### src/rtl/alu_ctrl_pkg.sv
// Shared definitions for the ALU command controller: FSM states, frame
// opcodes, the error response byte and the ALU function codes.
// ALU_CMD_CTRL_ERR_RESP_EN adds the TX_ERR state used for error responses.
package alu_ctrl_pkg;

  localparam logic [7:0] OPC_ALU_OPER  = 8'hCC;
  localparam logic [7:0] OPC_ALU_NOPER = 8'hDD;
  localparam logic [7:0] ERR_BYTE      = 8'hEE;

  localparam logic [3:0] FUN_ADD = 4'b0000;
  localparam logic [3:0] FUN_SUB = 4'b0001;
  localparam logic [3:0] FUN_MUL = 4'b0010;
  localparam logic [3:0] FUN_DIV = 4'b0011;
  localparam logic [3:0] FUN_AND = 4'b0100;
  localparam logic [3:0] FUN_OR  = 4'b0101;
  localparam logic [3:0] FUN_XOR = 4'b0110;

  typedef enum logic [3:0] {
    ST_IDLE,
    ST_GET_A,
    ST_GET_B,
    ST_GET_FUN,
    ST_ALU_REQ,
    ST_ALU_WAIT,
    ST_TX_LSB,
    ST_TX_MSB
`ifdef ALU_CMD_CTRL_ERR_RESP_EN
    ,
    ST_TX_ERR
`endif
  } state_t;

endpackage

### src/rtl/alu_cmd_tx_mux.sv
// Result register and LSB/MSB byte selector for the transmit side.
// Holds TX_VALID/TX_DATA until the downstream accepts each byte.
// ALU_CMD_CTRL_ERR_RESP_EN adds a single-byte error response load.
module alu_cmd_tx_mux
  import alu_ctrl_pkg::*;
#(
  parameter int unsigned DATA_WIDTH = 8
) (
  input  logic                      clk,
  input  logic                      rst_n,
  input  logic                      load_res,
`ifdef ALU_CMD_CTRL_ERR_RESP_EN
  input  logic                      load_err,
`endif
  input  logic [2*DATA_WIDTH-1:0]   res_in,
  input  logic                      tx_ready,
  output logic [DATA_WIDTH-1:0]     tx_data,
  output logic                      tx_valid
);

  logic [2*DATA_WIDTH-1:0] result;
  logic                    msb_sel;

  // Load a new response, then step LSB -> MSB -> done on each handshake.
  always_ff @(posedge clk or negedge rst_n) begin
    if (!rst_n) begin
      result   <= '0;
      msb_sel  <= 1'b0;
      tx_valid <= 1'b0;
    end else if (load_res) begin
      result   <= res_in;
      msb_sel  <= 1'b0;
      tx_valid <= 1'b1;
`ifdef ALU_CMD_CTRL_ERR_RESP_EN
    end else if (load_err) begin
      // Error byte goes in the upper half with msb_sel set, so it is sent
      // as a lone "last" byte through the same handshake path.
      result   <= {DATA_WIDTH'(ERR_BYTE), {DATA_WIDTH{1'b0}}};
      msb_sel  <= 1'b1;
      tx_valid <= 1'b1;
`endif
    end else if (tx_valid && tx_ready) begin
      if (msb_sel) begin
        tx_valid <= 1'b0;
      end else begin
        msb_sel <= 1'b1;
      end
    end
  end

  // Byte select straight from registered state.
  always_comb begin
    tx_data = msb_sel ? result[2*DATA_WIDTH-1:DATA_WIDTH] : result[DATA_WIDTH-1:0];
  end

endmodule

### src/rtl/alu_cmd_ctrl.sv
// Command-side ALU controller: parses CC/DD command frames from the RX byte
// stream, drives the ALU request, waits ALU_LAT cycles and returns the
// 2*DATA_WIDTH result LSB-first on the TX valid/ready stream.
// ALU_CMD_CTRL_ERR_RESP_EN: unknown opcodes answer with a single 8'hEE byte.
module alu_cmd_ctrl
  import alu_ctrl_pkg::*;
#(
  parameter int unsigned           DATA_WIDTH   = 8,
  parameter int unsigned           ALU_LAT      = 1,
  parameter logic [DATA_WIDTH-1:0] OP_ALU_OPER  = DATA_WIDTH'(OPC_ALU_OPER),
  parameter logic [DATA_WIDTH-1:0] OP_ALU_NOPER = DATA_WIDTH'(OPC_ALU_NOPER)
) (
  input  logic                    CLK,
  input  logic                    RST_n,
  input  logic [DATA_WIDTH-1:0]   RX_DATA,
  input  logic                    RX_VALID,
  output logic [DATA_WIDTH-1:0]   ALU_A,
  output logic [DATA_WIDTH-1:0]   ALU_B,
  output logic [3:0]              ALU_FUN,
  output logic                    ALU_EN,
  input  logic [2*DATA_WIDTH-1:0] ALU_OUT,
  output logic [DATA_WIDTH-1:0]   TX_DATA,
  output logic                    TX_VALID,
  input  logic                    TX_READY,
  output logic                    BUSY,
  output logic                    RX_DROP
);

  state_t     state;
  logic [2:0] lat_cnt;
  logic       tx_hs;
  logic       load_res;
`ifdef ALU_CMD_CTRL_ERR_RESP_EN
  logic       load_err;
`endif

  assign tx_hs = TX_VALID && TX_READY;
  assign BUSY  = (state != ST_IDLE);

  // Capture on the wait cycle where the count would step to zero, which
  // lands the capture ALU_LAT cycles after the ALU_EN cycle.
  assign load_res = (state == ST_ALU_WAIT) && (lat_cnt == 3'd1);

`ifdef ALU_CMD_CTRL_ERR_RESP_EN
  assign load_err = (state == ST_IDLE) && RX_VALID &&
                    (RX_DATA != OP_ALU_OPER) && (RX_DATA != OP_ALU_NOPER);
`endif

  // Bytes arriving while a command is executing or being returned are dropped.
  always_comb begin
    RX_DROP = 1'b0;
    if (RX_VALID) begin
      case (state)
        ST_ALU_REQ, ST_ALU_WAIT, ST_TX_LSB, ST_TX_MSB: RX_DROP = 1'b1;
`ifdef ALU_CMD_CTRL_ERR_RESP_EN
        ST_TX_ERR: RX_DROP = 1'b1;
`endif
        default: RX_DROP = 1'b0;
      endcase
    end
  end

  // Frame FSM with registered operand, function and enable outputs.
  always_ff @(posedge CLK or negedge RST_n) begin
    if (!RST_n) begin
      state   <= ST_IDLE;
      ALU_A   <= '0;
      ALU_B   <= '0;
      ALU_FUN <= '0;
      ALU_EN  <= 1'b0;
      lat_cnt <= '0;
    end else begin
      ALU_EN <= 1'b0;
      unique case (state)
        ST_IDLE: begin
          if (RX_VALID) begin
            if (RX_DATA == OP_ALU_OPER) begin
              state <= ST_GET_A;
            end else if (RX_DATA == OP_ALU_NOPER) begin
              state <= ST_GET_FUN;
`ifdef ALU_CMD_CTRL_ERR_RESP_EN
            end else begin
              state <= ST_TX_ERR;
`endif
            end
          end
        end
        ST_GET_A: begin
          if (RX_VALID) begin
            ALU_A <= RX_DATA;
            state <= ST_GET_B;
          end
        end
        ST_GET_B: begin
          if (RX_VALID) begin
            ALU_B <= RX_DATA;
            state <= ST_GET_FUN;
          end
        end
        ST_GET_FUN: begin
          if (RX_VALID) begin
            ALU_FUN <= RX_DATA[3:0];
            ALU_EN  <= 1'b1;
            state   <= ST_ALU_REQ;
          end
        end
        ST_ALU_REQ: begin
          lat_cnt <= 3'(ALU_LAT);
          state   <= ST_ALU_WAIT;
        end
        ST_ALU_WAIT: begin
          if (lat_cnt == 3'd1) begin
            state <= ST_TX_LSB;
          end else begin
            lat_cnt <= lat_cnt - 3'd1;
          end
        end
        ST_TX_LSB: begin
          if (tx_hs) state <= ST_TX_MSB;
        end
        ST_TX_MSB: begin
          if (tx_hs) state <= ST_IDLE;
        end
`ifdef ALU_CMD_CTRL_ERR_RESP_EN
        ST_TX_ERR: begin
          if (tx_hs) state <= ST_IDLE;
        end
`endif
        default: state <= ST_IDLE;
      endcase
    end
  end

  alu_cmd_tx_mux #(
    .DATA_WIDTH (DATA_WIDTH)
  ) u_tx_mux (
    .clk      (CLK),
    .rst_n    (RST_n),
    .load_res (load_res),
`ifdef ALU_CMD_CTRL_ERR_RESP_EN
    .load_err (load_err),
`endif
    .res_in   (ALU_OUT),
    .tx_ready (TX_READY),
    .tx_data  (TX_DATA),
    .tx_valid (TX_VALID)
  );

endmodule
### config.mk
export PLATFORM = sky130hd
export DESIGN_NAME = alu_cmd_ctrl
export DESIGN_NICKNAME = d
export VERILOG_FILES = /design/src/rtl/alu_ctrl_pkg.sv /design/src/rtl/alu_cmd_tx_mux.sv /design/src/rtl/alu_cmd_ctrl.sv
export SDC_FILE = /design/constraint.sdc
export NUM_CORES = 1
export LEC_CHECK = 0
export CORE_MARGIN = 2
export CORE_UTILIZATION = 47
export DETAILED_ROUTE_END_ITERATION = 7
export PLACE_DENSITY_LB_ADDON = 0.08
export SYNTH_ARGS = -nofsm -noshare
export SYNTH_HDL_FRONTEND = slang
export SYNTH_SLANG_ARGS = --single-unit
### constraint.sdc
create_clock -name CLK -period 2.95 [get_ports CLK]
set_input_delay 0.4425 -clock CLK [delete_from_list [all_inputs] [get_ports CLK]]
set_output_delay 0.4425 -clock CLK [all_outputs]
set_load 0.01 [all_outputs]
[Word level (Yosys, flattened, before mapping)]
Cells that the tools add are included.
Widths: inputs -> output; s select.
Word-level totals
  output and inout port bits: 32
  register bits: 46
  input bits: 28
  word-level logic and storage cells: 65
Operators by class
  reductions and logical operators: 14
  mux-type cells: 22
  equal/unequal tests: 19
  add/sub/neg operators: 1
Operators with widths (count)
  $mux 4: 9
  $pmux 4 s8: 1
  $eq 4x3->1 const B: 4
  $eq 8x8->1 const B: 2
  $ne 2x2->1 const B: 7
  $reduce_and 2->1: 5
  $mux 1: 9
  $eq 4x2->1 const B: 2
  $mux 8: 1
  $reduce_and 8->1: 1
  $pmux 3 s2: 1
  $reduce_bool 2->1: 3
  $eq 4x1->1 const B: 1
  $logic_not 4->1: 1
  $reduce_bool 4->1: 1
  $reduce_or 4->1: 1
  $eq 3x1->1 const B: 1
  $mux 3: 1
  $ne 3x3->1 const B: 1
  $sub 3x1->3 const B: 1
  $logic_and 1x1->1: 2
  $ne 2x1->1 const B: 1

[Longest topological paths before layout]
  depth after elaboration: 5
  depth in mapped cells: 7
  mapped depth without buffers: 6

[By module]
Synthesis repeated with hierarchy kept, for this count alone.
Second synthesis, totals
  cell total of the unflattened synthesis: 145
  area, all modules: 2038.2 um^2
By module, submodules not included
  alu_cmd_ctrl: cells an instance 96, sequential area each 675.6 um^2, instances 1, area each 1229.9 um^2
  alu_cmd_tx_mux: cells an instance 49, sequential area each 450.4 um^2, instances 1, area each 808.3 um^2

[Worst setup path before layout]
Ideal clock, no wire load.
  path type: register to register
  from: register lat_cnt[1]
  to: register u_tx_mux.result[10]
  arrival: 1.520 ns
  cell stages (with the launch flop): 8
  setup slack: 1.304 ns
  setup time: 0.125 ns
  data required time: 2.825 ns
  path through: dfrtp_1 inv_1 ha_1 nor2b_1 and3_4 buf_6 buf_12 mux2_4
Between the ends
  longest elaborated chain between the ends: 2
Ends and longest elaborated chain
  from (decl): line alu_cmd_ctrl.sv:30  | logic [2:0] lat_cnt;
  from (signal assigned): line alu_cmd_ctrl.sv:108  | lat_cnt <= 3'(ALU_LAT);
  from (signal assigned): line alu_cmd_ctrl.sv:115  | lat_cnt <= lat_cnt - 3'd1;
  $eq 3x1->1: line alu_cmd_ctrl.sv:42  | assign load_res = (state == ST_ALU_WAIT) && (lat_cnt == 3'd1);
  $logic_and 1x1->1: line alu_cmd_ctrl.sv:42
  to (signal assigned): line alu_cmd_tx_mux.sv:31  | result <= res_in;
  to (decl): line alu_cmd_tx_mux.sv:21  | logic [2*DATA_WIDTH-1:0] result;
Every way passes these cells.
A chain may end at the register's enable or synchronous reset.

[Final worst setup path]
  from: register u_tx_mux.msb_sel
  to: output TX_DATA[4]
Between the ends
  longest elaborated chain between the ends: 1
Ends and longest elaborated chain
  from (decl): line alu_cmd_tx_mux.sv:22  | logic msb_sel;
  from (signal assigned): line alu_cmd_tx_mux.sv:28  | msb_sel <= 1'b0;
  from (signal assigned): line alu_cmd_tx_mux.sv:32  | msb_sel <= 1'b0;
  from (signal assigned): line alu_cmd_tx_mux.sv:46  | msb_sel <= 1'b1;
  $mux 8: line alu_cmd_tx_mux.sv:53  | tx_data = msb_sel ? result[2*DATA_WIDTH-1:DATA_WIDTH] : result[DATA_WIDTH-1:0];
  to (decl): line alu_cmd_ctrl.sv:22  | output logic [DATA_WIDTH-1:0] TX_DATA,
Every way passes these cells.

==> reports/results.txt <==
ratio of cells with drive above 1 in the final layout: 0.241
Slew @ Worst Pin: 0.970 ns
flops & latches, synth: 45
Worst slew margin: 0.354
number of synthesized flops with an enable pin: 0
routed via count: 1,389
post_cts resized: 0
outcome: finished, final reports clean
Port Buf Inserts: 59
IO Pins: 60
WL/cell: 15.8 um
CORE AREA: 0.00406 mm^2
fin crit share: 0.749
Post-synth ARST share: 1.00
worst reg-to-reg path cell count: 5
RePlAce Congestion: 0.728
RSZ-0062 raised after global routing: false
Clk pin slew, worst setup/hold paths: 0.07 ns
worst hold path type: primary input to asynchronous set/reset pin
Max Slew Vio Count: 0
cells along the critical path: mux2_2 > clkdlybuf4s50_1
Antenna Cells: 0
area leader, netlist: dfrtp_1
setup TNS: 0 ns
Worst Skew: 0.00649 ns
hold slack: 0.304 ns
drt via density: 5.30
Yosys warning total: 0
number of remaining DRC errors: 0
WP data arrival: 1.77 ns
number of global-route vias before repair: 1,526
leakage power: 0.00117 uW
Max VDD drop: 0.551 mV
CP required: 2.51 ns
1st-iter DRT viols: 57
DRT antenna net count: 0
Worst Path Buf+Inv: 1
final net count: 242
final setup vio count: 0
reg-to-reg critical path endpoint: u_tx_mux.result[3]
cell area after synthesis: 0.00202 mm^2
area occupied by multi-input gates: 826 um^2
antenna violations before repair: 0
Root Driver: clkbuf_8
Max Cap Violations: 0
final hold violations: 0
Crit Path Category: flop to output pin
Post-Syn Nets: 181
Hold Buf Count CTS: 0
Synth area leaders: dfrtp_1, mux2_2, mux2_4
R2R Setup Slk: 1.12 ns
register area: 0.00113 mm^2
reg2reg start: lat_cnt[1]
post-layout util: 0.668
CTS Buf Count: 5
DP HPWL: 3.03 mm
slowest CP cell: dfrtp_1
layout overhead on the synthesized area: 34.1%
CTS tree: yes
gr usage total: 0.191
top-count cell post-synth: dfrtp_1
chip width: 69.6 um
critical path's top delay family: flip-flops
Initial Util: 0.498
total grt overflow: 0
largest net degree at the start of global routing: 46
Synth cell types: 34
Worst-Skew Late Latency: 0.29 ns
Cells after Synth: 151
CP Launch Type: flop
first-pass GRT wire length: 7.25 mm
Die Y: 69.6 um
Avg Inst Size Synth: 13.4 um^2
Max stage delay on crit path: 0.61 ns
fill count: 289
1st-pass router iterations: 4
ys flop type: dfrtp_1
CP endpoint kind: output pin
clock tree buffer depth: 2
final wirelength: 4.14 mm
Rows: 23
min Tclk post-route: 2.21 ns
die area: 0.00484 mm^2
Crit Path Max Fanout: 10
Clock Sink Count: 45
Post-CTS Setup Repair Bufs: 0
htree depth: 2
highest clock rate: 452 MHz
Pwr per Cell Area: 1070 mW/mm^2
Post-synth top cells: dfrtp_1, mux2_2, nand2_1
register area share after synthesis: 0.558
top cell type's share of synthesized area: 0.558
state kept, by name, indices dropped and copies added (netlist names):
register           cells
state                  3
lat_cnt                3
ALU_A                  8
ALU_FUN                4
ALU_EN                 1
u_tx_mux.msb_sel       1
u_tx_mux.result       16
ALU_B                  8
u_tx_mux.tx_valid      1
layout by cell type, fill, tap and decap left out, types with 2 or more instances in the layout:
cell type,synthesis,layout
a21o_1,2,2
and2_1,2,2
clkbuf_8,0,6
clkdlybuf4s50_1,0,58
dfrtp_1,45,45
ha_1,2,2
inv_1,6,6
mux2_2,32,32
mux2_4,8,8
nand2_1,19,19
nand2b_1,2,2
nand3_1,2,2
nand4_1,2,2
nor2_1,4,4
o21ai_0,2,2
o2bb2ai_1,2,2
worst max-delay path by stage:
stage,start,to,slack [ns],cells past startpoint
after floorplan,lat_cnt[1],u_tx_mux.result[10],1.30,7
after CTS,u_tx_mux.msb_sel,TX_DATA[6],0.71,2
final,u_tx_mux.msb_sel,TX_DATA[4],0.74,2
after global placement,RX_VALID,RX_DROP,0.92,3
after detailed placement,RX_VALID,ALU_B[6],0.86,4
after global routing,state[0],BUSY,0.66,3
where the power goes:
group | internal, uW | switching (uW)
clock network | 186 | 192
logic | 870 | 511
registers | 916 | 226
layout make-up:
| cell class | instances | share of cell area |
|---|---|---|
| flip-flops and latches | 45 | 0.416 |
| clock buffers | 7 | 0.0319 |
| multi-input cells | 95 | 0.305 |
| inverters | 6 | 0.00831 |
| well taps | 50 | 0.0231 |
| repair buffers | 59 | 0.216 |
worst reg2reg max path, stage by stage (launching register included):
cell and delay (ns):
dfrtp_1 0.39, inv_1 0.08, ha_1 0.16, nor2b_1 0.27, and3_4 0.43, mux2_2 0.39
kinds of logic (layout without fill, tap and decap cells):
family,after synthesis,count (layout),synth area share
AO/OA/AOI/OAI,12,12,0.0434
XOR/XNOR,1,1,0.00434
buffers and inverters,11,72,0.0335
multiplexers,40,40,0.238
adder cells (fa/ha/maj),2,2,0.0124
flip-flops,45,45,0.558
AND/OR/NAND/NOR,40,40,0.111
stage by stage:
stage               worst slack, ns  instances  total power (uW)  instance area (um^2)
global placement              0.922        255              2480                  2620
finish                        0.739        262              2900                  2710
detailed placement            0.863        255              2550                  2620
floorplan                      1.30        151              1900                  2020
global route                  0.656        262              3100                  2710
CTS                           0.714        262              2940                  2710
metal layers:
layer	global-route usage	routed length [um]	vias to the layer above
met3	0.0451	264	5
met2	0.323	2140	42
met5	0	0	-
met4	0.0719	55	0
li1	-	-	648
met1	0.238	1680	694
Note: power is estimated with default switching activity, not from simulation.
